[config.mk]
export PLATFORM = sky130hd
export DESIGN_NAME = hram_txn_sequencer
export DESIGN_NICKNAME = d
export VERILOG_FILES = /design/src/rtl/hram_txn_sequencer.sv
export SDC_FILE = /design/constraint.sdc
export NUM_CORES = 1
export LEC_CHECK = 0
export BUFFER_PORTS_ARGS = -buffer_cell sky130_fd_sc_hd__buf_2
export CAP_MARGIN = 25
export CORE_MARGIN = 2
export CORE_UTILIZATION = 40
export CTS_BUF_LIST = sky130_fd_sc_hd__clkbuf_8 sky130_fd_sc_hd__clkbuf_16
export CTS_CLUSTER_DIAMETER = 30
export DETAILED_ROUTE_END_ITERATION = 7
export PLACE_DENSITY = 0.81
export SLEW_MARGIN = 30
export SYNTH_ARGS = -nofsm -noshare
export SYNTH_HDL_FRONTEND = slang
export SYNTH_SLANG_ARGS = --single-unit
[constraint.sdc]
create_clock -name clk -period 2.05 [get_ports clk]
set_input_delay 0.205 -clock clk [delete_from_list [all_inputs] [get_ports clk]]
set_output_delay 0.205 -clock clk [all_outputs]
set_load 0.01 [all_outputs]
[src/rtl/hram_txn_sequencer.sv]
// HyperRAM command sequencer: one command at a time, CA build, engine launch/bus mux, CS# recovery; start 1 cycle after accept.
// cmd_ready only in IDLE; optional BUSY watchdog with engine abort enabled by HRAM_SEQ_TIMEOUT_EN.
module hram_txn_sequencer #(
  parameter int unsigned CSHI_CYCLES     = 4,
  parameter int unsigned TIMEOUT_CYCLES  = 1023,
  parameter bit          WRREG_SUPPORTED = 1'b0
) (
  input  logic        clk,
  input  logic        rst,
  input  logic        cmd_valid,
  output logic        cmd_ready,
  input  logic [1:0]  cmd_op,
  input  logic [31:0] cmd_addr,
  output logic        cmd_done,
  output logic [1:0]  cmd_status,
  output logic [47:0] casig,
  output logic [3:0]  eng_start,
  input  logic [3:0]  eng_end,
  output logic [3:0]  eng_rst,
  input  logic [3:0]  eng_oe,
  input  logic [3:0]  eng_oe_clk,
  input  logic [3:0]  eng_csn,
  input  logic [3:0]  eng_rwds_out,
  input  logic [3:0]  eng_rwds_oe,
  input  logic [63:0] eng_datain,
  output logic        bus_oe,
  output logic        bus_oe_clk,
  output logic        bus_csn,
  output logic        bus_rwds_out,
  output logic        bus_rwds_oe,
  output logic [15:0] bus_datain
);

  typedef enum logic [2:0] {
    ST_IDLE, ST_LAUNCH, ST_BUSY, ST_RECOVER, ST_DONE
  } state_t;

  localparam logic [3:0] CSHI_LAST = 4'(CSHI_CYCLES - 1);

  // Out-of-range parameters leave this empty block elaborated as a marker.
  if (CSHI_CYCLES < 1 || CSHI_CYCLES > 15 || TIMEOUT_CYCLES < 1 || TIMEOUT_CYCLES > 2047)
  begin : g_param_out_of_range
  end

  state_t     state_q, state_d;
  logic [1:0] sel_q;
  logic [1:0] status_d;
  logic [3:0] rec_cnt_q;
  logic       accept;
  logic       timeout;

  always_comb begin
    state_d  = state_q;
    status_d = cmd_status;
    accept   = 1'b0;
    case (state_q)
      ST_IDLE: begin
        if (cmd_valid) begin
          accept = 1'b1;
          if (cmd_op == 2'd3 && !WRREG_SUPPORTED) begin
            state_d  = ST_DONE;
            status_d = 2'd2;
          end else begin
            state_d = ST_LAUNCH;
          end
        end
      end
      ST_LAUNCH: state_d = ST_BUSY;
      ST_BUSY: begin
        // A same-cycle end pulse beats the watchdog.
        if (eng_end[sel_q]) begin
          state_d  = ST_RECOVER;
          status_d = 2'd0;
        end else if (timeout) begin
          state_d  = ST_RECOVER;
          status_d = 2'd1;
        end
      end
      ST_RECOVER: if (rec_cnt_q == CSHI_LAST) state_d = ST_DONE;
      ST_DONE:    state_d = ST_IDLE;
      default:    state_d = ST_IDLE;
    endcase
  end

  always_ff @(posedge clk) begin
    if (rst) begin
      state_q    <= ST_IDLE;
      sel_q      <= 2'd0;
      rec_cnt_q  <= 4'd0;
      cmd_ready  <= 1'b1;
      cmd_done   <= 1'b0;
      cmd_status <= 2'd0;
      casig      <= 48'd0;
      eng_start  <= 4'd0;
    end else begin
      state_q    <= state_d;
      cmd_status <= status_d;
      cmd_ready  <= (state_d == ST_IDLE);
      cmd_done   <= (state_d == ST_DONE);
      rec_cnt_q  <= (state_q == ST_RECOVER) ? rec_cnt_q + 4'd1 : 4'd0;
      eng_start  <= (accept && state_d == ST_LAUNCH) ? (4'(1) << cmd_op) : 4'd0;
      if (accept) begin
        sel_q <= cmd_op;
        casig <= {~cmd_op[0], cmd_op[1], 1'b1, cmd_addr[31:3], 13'd0, cmd_addr[2:0]};
      end
    end
  end

`ifdef HRAM_SEQ_TIMEOUT_EN
  localparam logic [10:0] TIMEOUT_LAST = 11'(TIMEOUT_CYCLES - 1);

  logic [10:0] busy_cnt_q;
  logic        rst_hold_q;
  logic        abort;

  assign timeout = (busy_cnt_q >= TIMEOUT_LAST);
  assign abort   = (state_q == ST_BUSY) && !eng_end[sel_q] && timeout;

  always_ff @(posedge clk) begin
    if (rst) begin
      busy_cnt_q <= 11'd0;
      rst_hold_q <= 1'b0;
      eng_rst    <= 4'd0;
    end else begin
      if (state_q != ST_BUSY)       busy_cnt_q <= 11'd0;
      else if (busy_cnt_q != 11'h7FF) busy_cnt_q <= busy_cnt_q + 11'd1;
      // Abort reset stays on for two cycles.
      if (abort) begin
        eng_rst    <= 4'(1) << sel_q;
        rst_hold_q <= 1'b1;
      end else if (rst_hold_q) begin
        rst_hold_q <= 1'b0;
      end else begin
        eng_rst <= 4'd0;
      end
    end
  end
`else
  assign timeout = 1'b0;
  assign eng_rst = 4'd0;
`endif

  // Bus follows the registered selection only while BUSY; idle everywhere else.
  always_comb begin
    bus_oe       = 1'b0;
    bus_oe_clk   = 1'b0;
    bus_csn      = 1'b1;
    bus_rwds_out = 1'b0;
    bus_rwds_oe  = 1'b0;
    bus_datain   = 16'd0;
    if (state_q == ST_BUSY) begin
      bus_oe       = eng_oe[sel_q];
      bus_oe_clk   = eng_oe_clk[sel_q];
      bus_csn      = eng_csn[sel_q];
      bus_rwds_out = eng_rwds_out[sel_q];
      bus_rwds_oe  = eng_rwds_oe[sel_q];
      bus_datain   = eng_datain[{sel_q, 4'b0000} +: 16];
    end
  end

endmodule

### After elaboration in Yosys (flattened, before gate mapping)

Cells that the tools add are included.

* input bits: 125
* output and inout bits: 81
* register bits: 52
* word-level logic and storage cells: 61

* shifts and indexed selects: 2
* magnitude comparators: 1
* bitwise operators: 3
* add/subtract/negate cells: 1
* equality and inequality tests: 10
* reduce and logical (&&, ||, !) cells: 7
* multiplexer cells: 29

Operator list (count)
* 64-bit by 7-bit indexed part select with 16-bit output: 1
* 16-bit 2-to-1 mux: 1
* 1-bit 2-to-1 mux: 13
* 1-bit binary-select mux with 2-bit select: 6
* 3-bit 2-to-1 mux: 4
* 3-bit one-hot mux with 4 select lines: 1
* 3-bit by 1-bit == test with 1-bit output, second input constant: 2
* 3-bit by 2-bit == test with 1-bit output, second input constant: 2
* 3-bit zero test: 2
* 2-bit 2-to-1 mux: 3
* 2-bit != test, second input constant: 3
* 4-bit by 1-bit adder with 4-bit output, second input constant: 1
* 4-bit by 2-bit == test with 1-bit output, second input constant: 1
* 2-bit one-hot mux with 2 select lines: 1
* 4-bit AND reduction: 1
* 2-bit OR reduction: 2
* 1-bit by 2-bit << shifter with 4-bit output, first input constant: 1
* 3-bit == test, second input constant: 1
* 2-bit by 3-bit less-than comparator with 1-bit output, second input constant: 1
* 1-bit NOT: 3
* 2-bit == test, second input constant: 1
* 2-bit nonzero test: 1
* 1-bit logical AND: 1

### Logic depth before layout (Yosys ltp)

* word-level depth: 8
* gate-level depth with buffers: 6
* depth with buffers taken out: 4

### Worst setup path after synthesis

No wires, ideal clock.

* path type: reg-to-output
* start: register sel_q[0]
* end: output bus_datain[0]
* data required time: 1845 ps
* setup slack: 466 ps
* path buffers: 2
* arrival: 1379 ps
* cell stages (with the launch flop): 5
* path through: dfxtp_1 > buf_2 > buf_4 > mux4_2 > and3_1

* cells in the longest elaborated chain, start to end: 2

Ends and longest elaborated chain
* start: declaration: RTL line 46 `logic [1:0] sel_q;`
* start signal: assignment: RTL line 103 `sel_q <= cmd_op;`
* 64-bit by 7-bit indexed part select with 16-bit output: RTL line 157 `bus_datain = eng_datain[{sel_q, 4'b0000} +: 16];`
* 16-bit 2-to-1 mux: RTL line 151 `if (state_q == ST_BUSY) begin`
* end: declaration: RTL line 31 `output logic [15:0] bus_datain`

Every way passes these cells.

### Final worst setup path

* start: register sel_q[0]
* end: output bus_datain[15]

Same word-level chain as after synthesis.

==> impl_metrics.xml <==
<?xml version="1.0" encoding="UTF-8"?>
<metrics>
  <group name="status">
    <metric name="run_status" unit="">finished, final reports clean</metric>
  </group>
  <group name="grt">
    <metric name="grt_pass1_wl" unit="mm">12.0</metric>
    <metric name="total_overflow_reported_by_the_global_router" unit="">0</metric>
    <metric name="global_route.usage.total" unit="%">20.6</metric>
    <metric name="global_route_layer_with_the_greatest_usage" unit="">met2</metric>
    <metric name="grt_antenna_before_repair" unit="">0</metric>
    <metric name="met3_usage" unit="%">5.11</metric>
    <metric name="grt_start_max_net_pins" unit="">39</metric>
    <metric name="use_met2" unit="%">33.6</metric>
    <metric name="grt_use_met1" unit="%">28.1</metric>
    <metric name="grt_pass1_vias" unit="">2459</metric>
  </group>
  <group name="cts">
    <metric name="clkSlewWorstSetupHoldPaths" unit="ns">0.09</metric>
    <metric name="clock-root-buffer" unit="">sky130_fd_sc_hd__clkbuf_8</metric>
    <metric name="tritoncts_num_sinks" unit="">50</metric>
    <metric name="cts_buffers" unit="">5</metric>
    <metric name="cts_htree_levels" unit="">2</metric>
    <metric name="clockBufferDepth" unit="">2</metric>
    <metric name="cts_hold_repair.buffers" unit="">0</metric>
    <metric name="tritoncts" unit="">yes</metric>
    <metric name="postCtsSetupRepairBufs" unit="">0</metric>
    <metric name="clk_latency" unit="ns">0.29</metric>
    <metric name="cts_repair_resize_count" unit="">0</metric>
  </group>
  <group name="floorplan">
    <metric name="core-area" unit="um2">6310</metric>
    <metric name="placement_rows" unit="">29</metric>
    <metric name="fp.dieH" unit="um">84.7</metric>
    <metric name="i_o_pins" unit="">206</metric>
    <metric name="initial_core_util" unit="%">41.3</metric>
    <metric name="chipWidth" unit="um">84.7</metric>
    <metric name="die_area" unit="um2">7170</metric>
  </group>
  <group name="worst_setup_path">
    <metric name="crit_path_largest_cell_delay" unit="ns">0.54</metric>
    <metric name="timing.critical_path.from_type" unit="">flop</metric>
    <metric name="critical_path.max_fanout" unit="">23</metric>
    <metric name="worstPathCellList" unit="">buf_12 -&gt; mux4_2 -&gt; and3_1 -&gt; buf_2</metric>
    <metric name="setup.worst_path.class" unit="">flop to output pin</metric>
    <metric name="cpLargestDelayFamily" unit="">multiplexers</metric>
    <metric name="crit_path_end_kind" unit="">output pin</metric>
    <metric name="cp_data_required_time" unit="ns">1.85</metric>
    <metric name="timing.critical_path.buf_inv" unit="">2</metric>
    <metric name="timing.critical_path.slowest_stage_cell" unit="">sky130_fd_sc_hd__mux4_2</metric>
    <metric name="timing.critical_path.arrival" unit="ns">1.75</metric>
  </group>
  <group name="synth">
    <metric name="post_synth_and_or_nand_nor_area_fraction" unit="%">20.7</metric>
    <metric name="synth.top_cells.by_count" unit="">sky130_fd_sc_hd__nand2_1 (70), sky130_fd_sc_hd__dfxtp_1 (50), sky130_fd_sc_hd__a21oi_1 (36), sky130_fd_sc_hd__buf_4 (23), sky130_fd_sc_hd__mux4_2 (22)</metric>
    <metric name="postSynthAreaPerCell" unit="um2">9.47</metric>
    <metric name="synth_largest_area_cell" unit="">sky130_fd_sc_hd__dfxtp_1</metric>
    <metric name="asyncSetResetFlopFracSynth" unit="%">0</metric>
    <metric name="post_synthesis_instance_total" unit="">275</metric>
    <metric name="yosysMostFrequentCell" unit="">sky130_fd_sc_hd__nand2_1</metric>
    <metric name="yosysWarnings" unit="">0</metric>
    <metric name="yosysTopAreaCellShare" unit="%">38.4</metric>
    <metric name="synth-edff-count" unit="">0</metric>
    <metric name="synth_area" unit="um2">2600</metric>
    <metric name="synth_compound_area_share" unit="%">9.37</metric>
    <metric name="synth_top_family_by_area" unit="">simple AND/OR/NAND/NOR gates</metric>
    <metric name="postSynthRegisterBits" unit="">50</metric>
    <metric name="synth.yosys.seq_area_share" unit="%">38.4</metric>
    <metric name="dominantRegCellSynth" unit="">sky130_fd_sc_hd__dfxtp_1</metric>
    <metric name="muxShareOfSynthArea" unit="%">19.0</metric>
    <metric name="top_area_cells_in_the_synthesized_netlist" unit="">sky130_fd_sc_hd__dfxtp_1 (38%), sky130_fd_sc_hd__mux4_2 (19%), sky130_fd_sc_hd__nand2_1 (10%)</metric>
    <metric name="adder_cell_share_of_the_synthesized_area" unit="%">0.480</metric>
    <metric name="synthDistinctLibCells" unit="">31</metric>
    <metric name="post_synth_xor_area_fraction" unit="%">0.672</metric>
  </group>
  <group name="route">
    <metric name="first_iter_violations" unit="">74</metric>
    <metric name="drt-total-wl" unit="mm">7.62</metric>
    <metric name="drt_pre_antenna_iters" unit="">4</metric>
    <metric name="route.vias.total" unit="">2571</metric>
    <metric name="drt-vias-per-instance" unit="">4.85</metric>
    <metric name="wire_per_inst" unit="um">14.4</metric>
    <metric name="drc_errors" unit="">0</metric>
    <metric name="final_antenna_net_count" unit="">0</metric>
  </group>
  <group name="worst_hold_path">
    <metric name="holdCritPathClass" unit="">primary input to flop</metric>
  </group>
  <group name="run">
    <metric name="max_cap_viols" unit="">0</metric>
  </group>
  <group name="sta">
    <metric name="hold_ws" unit="ns">0.142</metric>
    <metric name="clock_skew" unit="ns">0.00702</metric>
    <metric name="final_ws_setup" unit="ns">0.0904</metric>
    <metric name="rsz_0062_raised_after_global_routing" unit="">no</metric>
    <metric name="hold_violations" unit="">0</metric>
    <metric name="setup_viol" unit="">0</metric>
    <metric name="setup-tns-final" unit="ns">0</metric>
    <metric name="drv_slew" unit="">0</metric>
    <metric name="min_period" unit="ns">1.96</metric>
    <metric name="timing.fmax" unit="GHz">0.510</metric>
    <metric name="fin_crit_sh" unit="%">95.6</metric>
  </group>
  <group name="pwr">
    <metric name="vdd.ir_drop.worst" unit="mV">0.400</metric>
    <metric name="cellLeakagePower" unit="nW">1.84</metric>
    <metric name="report.power.total" unit="mW">2.38</metric>
    <metric name="cellPowerDensity" unit="nW/um2">657</metric>
  </group>
  <group name="place">
    <metric name="pre_cts_ws" unit="ns">0.415</metric>
    <metric name="gpl.final_weighted_congestion" unit="">0.889</metric>
    <metric name="numPortBuffers" unit="">187</metric>
    <metric name="post_dp_hpwl" unit="mm">5.98</metric>
  </group>
  <group name="final_layout">
    <metric name="area_growth" unit="%">38.8</metric>
    <metric name="post_route_cells_drive_above_1_share" unit="%">50.0</metric>
    <metric name="num-nets-final" unit="">577</metric>
    <metric name="utilization" unit="%">57.3</metric>
  </group>
</metrics>
==> metal layers <==
| metal | routed length [um] | up-vias |
|---|---|---|
| met5 | 0 | - |
| met4 | 28 | 0 |
| met3 | 616 | 4 |
| met2 | 3710 | 121 |
| met1 | 3260 | 1175 |
| li1 | - | 1271 |
==> through the flow <==
| stage | cells | cell area (um2) |
|---|---|---|
| after floorplan | 293 | 2670 |
| after global placement | 521 | 3510 |
| after global routing | 529 | 3610 |
| after CTS | 529 | 3610 |
| final | 530 | 3620 |
| after detailed placement | 521 | 3510 |
==> flip-flops by register name, summed over array words and instances (netlist names) <==
register / count
cmd_status: 1
casig: 35
state_q: 3
cmd_done: 1
rec_cnt_q: 4
sel_q: 1
cmd_ready: 1
eng_start: 4
==> worst reg2reg max path, stage by stage (launching register included) <==
cell and delay (ns):
sky130_fd_sc_hd__dfxtp_1 0.43, sky130_fd_sc_hd__or4b_4 0.80, sky130_fd_sc_hd__nor4b_2 0.29
==> layout make-up <==
class                      instances  area [um2]
inverter                           1        3.75
clock inverter                     3        37.5
clock buffer                       5        68.8
fill                             605        2700
multi-input combinational        199        1380
antenna                            1        2.50
sequential                        50        1000
timing repair buffer             194        1030
tap                               77        96.3
==> layout by cell type, fill, tap and decap left out, types with 2 or more instances in the layout <==
master	Yosys	final
sky130_fd_sc_hd__a21boi_0	3	3
sky130_fd_sc_hd__a21oi_1	36	36
sky130_fd_sc_hd__and3_1	20	20
sky130_fd_sc_hd__buf_12	0	3
sky130_fd_sc_hd__buf_2	2	187
sky130_fd_sc_hd__buf_4	23	4
sky130_fd_sc_hd__clkbuf_8	0	5
sky130_fd_sc_hd__conb_1	1	19
sky130_fd_sc_hd__dfxtp_1	50	50
sky130_fd_sc_hd__inv_1	1	3
sky130_fd_sc_hd__mux4_2	22	22
sky130_fd_sc_hd__nand2_1	70	70
sky130_fd_sc_hd__nand3_1	4	4
sky130_fd_sc_hd__nor2_1	8	8
sky130_fd_sc_hd__nor4b_2	2	2
==> path summary, 6_finish.rpt <==
check	endpoint	cells past startpoint	startpoint	slack (ns)
worst min register to register	casig[23]	2	casig[23]	0.45
worst min-delay path	casig[42]	3	cmd_addr[29]	0.14
worst max-delay path	bus_datain[15]	4	sel_q[0]	0.09
worst max register to register	eng_start[1]	2	state_q[1]	0.43
==> report_power, final <==
group          leakage (nW)  internal, mW  switching (mW)
clock                0.0607         0.356           0.303
sequential            0.410          1.04          0.0412
combinational          1.37         0.318           0.319
total                  1.84          1.71           0.663
==> logic make-up after synthesis <==
| kind of cell | count (synthesis) |
|---|---|
| buffers and inverters | 44 |
| other | 1 |
| and+or+nand+nor | 111 |
| DFF | 50 |
| AOI/OAI and AO/OA | 44 |
| xor gates and xnor gates | 2 |
| adders and majority gates | 1 |
| muxes | 22 |
No activity file was read; power rests on OpenSTA's default activity.
